`config.mk`:
```
export PLATFORM = sky130hd
export DESIGN_NAME = fft_result_reader
export DESIGN_NICKNAME = d
export VERILOG_FILES = /design/src/rtl/fft_result_reader.sv
export SDC_FILE = /design/constraint.sdc
export NUM_CORES = 1
export LEC_CHECK = 0
export CORE_MARGIN = 1.5
export CORE_UTILIZATION = 49
export DETAILED_ROUTE_END_ITERATION = 7
export PLACE_DENSITY = 0.82
export SLEW_MARGIN = 20
export SYNTH_ARGS = -nofsm -noshare
export SYNTH_HDL_FRONTEND = slang
export SYNTH_SLANG_ARGS = --single-unit
```
`constraint.sdc`:
```
create_clock -name clk -period 3.05 [get_ports clk]
set_clock_uncertainty 0.05 [all_clocks]
set_input_delay 0.61 -clock clk [delete_from_list [all_inputs] [get_ports clk]]
set_output_delay 0.61 -clock clk [all_outputs]
set_load 0.02 [all_outputs]
```
`src/rtl/fft_result_reader.sv`:
```
// Drains a completed FFT frame from the ping-pong butterfly memory as a natural-order stream.
// Build option BITREV_EN: memory holds bit-reversed (DIT) order; otherwise natural order.
module fft_result_reader #(
  parameter int DATA_WIDTH = 16,
  parameter int ADDR_WIDTH = 5,
  parameter int RD_LATENCY = 1
) (
  input  logic                  clk,
  input  logic                  rst_n,
  input  logic                  start,
  output logic [ADDR_WIDTH-1:0] addr_A_read,
  output logic [ADDR_WIDTH-1:0] addr_B_read,
  input  logic [DATA_WIDTH-1:0] A_real_in,
  input  logic [DATA_WIDTH-1:0] A_imag_in,
  input  logic [DATA_WIDTH-1:0] B_real_in,
  input  logic [DATA_WIDTH-1:0] B_imag_in,
  output logic                  out_valid,
  input  logic                  out_ready,
  output logic [DATA_WIDTH-1:0] out_real,
  output logic [DATA_WIDTH-1:0] out_imag,
  output logic [ADDR_WIDTH-1:0] out_index,
  output logic                  out_last,
  output logic                  busy,
  output logic                  done,
  output logic [2:0]            dbg_state
);

  typedef enum logic [2:0] {
    S_IDLE  = 3'd0,
    S_ADDR  = 3'd1,
    S_CAPT  = 3'd2,
    S_EMIT0 = 3'd3,
    S_EMIT1 = 3'd4,
    S_DONE  = 3'd5
  } state_t;

  localparam int CW = (RD_LATENCY > 1) ? $clog2(RD_LATENCY) : 1;
  localparam logic [CW-1:0] WAIT_LAST = CW'(RD_LATENCY - 1);

  state_t                  state, state_nxt;
  logic [ADDR_WIDTH-1:0]   k, k_nxt, k1;
  logic                    load_addr;
  logic [CW-1:0]           wait_cnt;
  logic [DATA_WIDTH-1:0]   hold0_re, hold0_im, hold1_re, hold1_im;
  logic [ADDR_WIDTH-1:0]   addr_a_q, addr_b_q;

  function automatic logic [ADDR_WIDTH-1:0] map_addr(input logic [ADDR_WIDTH-1:0] x);
    logic [ADDR_WIDTH-1:0] r;
`ifdef BITREV_EN
    for (int i = 0; i < ADDR_WIDTH; i++) r[i] = x[ADDR_WIDTH-1-i];
`else
    r = x;
`endif
    return r;
  endfunction

  assign k1 = k + ADDR_WIDTH'(1);

  always_comb begin
    state_nxt = state;
    load_addr = 1'b0;
    k_nxt     = k;
    case (state)
      S_IDLE: begin
        if (start) begin
          state_nxt = S_ADDR;
          load_addr = 1'b1;
          k_nxt     = '0;
        end
      end
      S_ADDR:  if (wait_cnt == WAIT_LAST) state_nxt = S_CAPT;
      S_CAPT:  state_nxt = S_EMIT0;
      S_EMIT0: if (out_ready) state_nxt = S_EMIT1;
      S_EMIT1: begin
        if (out_ready) begin
          load_addr = 1'b1;
          k_nxt     = k + ADDR_WIDTH'(2);
          // k1 all-ones means the pair just accepted carried index N-1
          state_nxt = (&k1) ? S_DONE : S_ADDR;
        end
      end
      S_DONE:  state_nxt = S_IDLE;
      default: state_nxt = S_IDLE;
    endcase
  end

  always_ff @(posedge clk or negedge rst_n) begin
    if (!rst_n) begin
      state    <= S_IDLE;
      k        <= '0;
      wait_cnt <= '0;
      addr_a_q <= '0;
      addr_b_q <= '0;
      hold0_re <= '0;
      hold0_im <= '0;
      hold1_re <= '0;
      hold1_im <= '0;
    end else begin
      state <= state_nxt;
      // Addresses only move between pairs, so a stalled output never re-reads memory
      if (load_addr) begin
        k        <= k_nxt;
        addr_a_q <= map_addr(k_nxt);
        addr_b_q <= map_addr(k_nxt + ADDR_WIDTH'(1));
      end
      if (state == S_ADDR) wait_cnt <= wait_cnt + CW'(1);
      else                 wait_cnt <= '0;
      if (state == S_CAPT) begin
        hold0_re <= A_real_in;
        hold0_im <= A_imag_in;
        hold1_re <= B_real_in;
        hold1_im <= B_imag_in;
      end
    end
  end

  // Valid/ready: a beat transfers on a rising edge with out_valid && out_ready; while
  // out_valid is high and out_ready low, every output field holds and out_valid stays high.
  always_comb begin
    out_valid = (state == S_EMIT0) || (state == S_EMIT1);
    out_real  = '0;
    out_imag  = '0;
    out_index = '0;
    if (state == S_EMIT0) begin
      out_real  = hold0_re;
      out_imag  = hold0_im;
      out_index = k;
    end else if (state == S_EMIT1) begin
      out_real  = hold1_re;
      out_imag  = hold1_im;
      out_index = k1;
    end
    out_last = out_valid && (&out_index);
  end

  assign busy        = (state != S_IDLE) && (state != S_DONE);
  assign done        = (state == S_DONE);
  assign addr_A_read = addr_a_q;
  assign addr_B_read = addr_b_q;
  assign dbg_state   = state;

endmodule

```
==> results.cfg, run 1 <==
[min_path]
hold_path_class = input port to asynchronous set/reset pin

[setup_path]
slowest_delay_ps = 610
worstSetupStartpointType = register
crit_path_start = dbg_state[0]
rr_worst_depth = 6
crit_slowest_cell = clkdlybuf4s50_1
crit_path_max_fanout = 15
ff2ff_setup_slack_ps = 1170
reg2reg_from = dbg_state[2]
cp.depth = 4
crit_type = register to output port
endpoint = out_imag[10]
worstSetupEndpointType = output port
critPathTopFamily = buffers and inverters
path_buf_inv = 2
r2r-end = addr_B_read[4]
arrival_ps = 2300
crit_required_ps = 2390
cp_cell_sequence = nor3b_4 -> buf_4 -> a22o_1 -> clkdlybuf4s50_1

[global_route]
antenna_found_initial = 0
grt_pass1_vias = 2705
grt_max_degree = 79
globalRouteTotalUtil_pct = 21.5
grt_pass1_wl_um = 12800
gr-total-overflow = 0

[floorplanning]
die_h_um = 89.4
die_w_um = 89.4
rows = 31
initial_core_util_pct = 50.4
core-area_um2 = 7250
io_pins = 122
fp.dieArea_um2 = 7990

[clock_network]
clockBufferDepth = 2
tritoncts = done
clock_latency_ps = 340
clkTransAtPathRegs_ps = 80
cts_buffers = 9
cts_sinks = 78
cts_root_buffer = clkbuf_8
h-tree-depth = 3
postCtsHoldBufs = 0

[placement]
gp_congestion = 0.883
dp_slack_ps = 298
port-buffer-count = 121
hpwl_um = 5880

[timing]
finalMaxSlewViolations = 0
rsz0062_at_grt = no
period_share_pct = 97.0
setup_viol = 0
hold_viol_final = 0
clock.fmax_mhz = 338
min_period_ps = 2960
setup_ws_ps = 91.9
max-slew-margin-rel_pct = 35.8
tightestPinTransition_ps = 963
timing.setup.tns_ps = 0

[synthesis]
syn_avg_cell_area_um2 = 12.9
synthesis.nets = 355
synth-seq-cells = 78
synthDistinctLibCells = 43
yosys_warnings = 0
synth_edf_count = 0
synth_cells = 284
syn_area_um2 = 3660
async_reset_ff_share_pct = 100
seq_area_frac_synth_pct = 53.4
ys.flop_type = dfrtp_1

[finish]
utilization_pct = 72.0
antenna_cells = 0
syn2layout_area_growth_pct = 42.7
layout.nets = 478
drive_above_1_share_pct = 25.5

[route]
wl_met3_um = 573
routed_wl_um = 8350
drtIter0Drc = 72
highest-signal-layer = met4
drc_errors = 0
met1_length_um = 3580
via_per_inst = 5.34
vias = 2727
drtPass1Iterations = 4
dr_wl_met2_um = 4130
wire_per_inst_um = 16.3
postRouteAntennaNets = 0

[job]
maxCapViolations = 0

[outcome]
status = complete, no violations

[power_and_ir_drop]
power.leakage_uw = 0.00218
ir_drop_mv = 0.501
pwr_density_cell_nw_per_um2 = 977
-- sequential cells by signal, summed over array words and instances, names as in the netlist --
register	flops
addr_A_read	5
addr_B_read	5
dbg_state	3
hold0_im	16
hold0_re	16
hold1_im	16
hold1_re	16
wait_cnt	1
-- metal layers --
metal	track usage, %	up-vias
li1	-	1282
met1	27.1	1342
met2	35.3	96
met3	6.65	7
met4	6.99	0
met5	0	-
-- cell usage after synthesis (all sizes together), types with 2 or more instances --
master  number  area (um^2)
a211o        2         17.5
a21oi        8         43.8
a22o        32          280
buf         19          134
clkbuf       2         7.51
dfrtp       78         1950
ha           3         37.5
inv          7         26.3
mux2        66          747
nand2       17         63.8
nand3        3         15.0
nand4        3         18.8
nor2         9         36.3
nor3         3         26.3
o21ai        8         40.0
o31ai        3         22.5
xnor2        4         35.0
-- how the worst min path moves through the flow --
stage	end	slack, ps	depth (start not counted)	from
6_report	wait_cnt	350	1	rst_n
5_1_grt	wait_cnt	430	1	rst_n
4_1_cts	wait_cnt	390	1	rst_n
3_5_place_dp	wait_cnt	400	1	wait_cnt
3_3_place_gp	wait_cnt	400	1	wait_cnt
2_1_floorplan	addr_A_read[0]	260	0	rst_n
-- metrics by stage --
stage	total power (uW)	area (um^2)	cells	hold WS, ps
final	5100	5220	511	351
after CTS	5120	5180	509	392
after global placement	4070	4930	493	401
after detailed placement	4170	4930	493	403
after global routing	5410	5220	511	433
after floorplan	3370	3660	284	264
-- worst reg2reg max path, delay by kind of cell, from the launching register on --
| family | cells | cell delay [ps] |
|---|---|---|
| AND/OR/NAND/NOR | 2 | 260 |
| flip-flops | 1 | 420 |
| AO/OA/AOI/OAI | 2 | 500 |
| buffers and inverters | 1 | 230 |
| multiplexers | 1 | 320 |
-- layout by cell type (no fill, tap or decap), types with 4 or more instances in the layout --
master and n:
o21ai_0 6, mux2_2 61, inv_1 7, clkdlybuf4s50_1 118, mux2_1 4, buf_4 11, clkbuf_8 9, dfrtp_1 75
a22o_1 32, a21oi_1 7, nand2_1 17, nor2_1 8, xnor2_1 4
-- logic make-up after synthesis --
| logic type | Yosys count | share of synthesized area, % |
|---|---|---|
| flip-flops | 78 | 53.4 |
| multiplexers | 66 | 20.4 |
| AO/OA/AOI/OAI | 62 | 13.4 |
| AND/OR/NAND/NOR | 42 | 6.02 |
| buffers and inverters | 28 | 4.58 |
| XOR/XNOR | 5 | 1.20 |
| adder cells (fa/ha/maj) | 3 | 1.03 |
-- timing repair --
item,in CTS,in global routing
setup buffers,0,2
pin swaps,1,1
resized for setup,4,7
endpoints found under the setup margin,6,35
-- power breakdown --
group	internal (uW)	switching, uW	total (uW)
Sequential	1530	303	1830
Combinational	1280	1050	2330
Clock	548	389	936
-- cell type report --
cell class | instances | area (um^2)
clock buffer | 9 | 124
sequential | 78 | 1960
multi-input combinational | 178 | 1560
clock inverter | 7 | 120
tap | 99 | 124
inverter | 7 | 26.3
timing repair buffer | 133 | 1310
fill | 543 | 2030
Power figures use the tool's default switching activity.
==> run 2: changes to the inputs <==
ABC_AREA = 0   (was default)
CAP_MARGIN = 20   (was default)
==> results of run 2 <==
Final layout, timing and power as in run 1 (identical DEF).
==> run 3: changes to the inputs <==
HOLD_SLACK_MARGIN = 0.06   (was default)
==> results of run 3 <==
Final layout, timing and power as in run 1 (identical DEF).
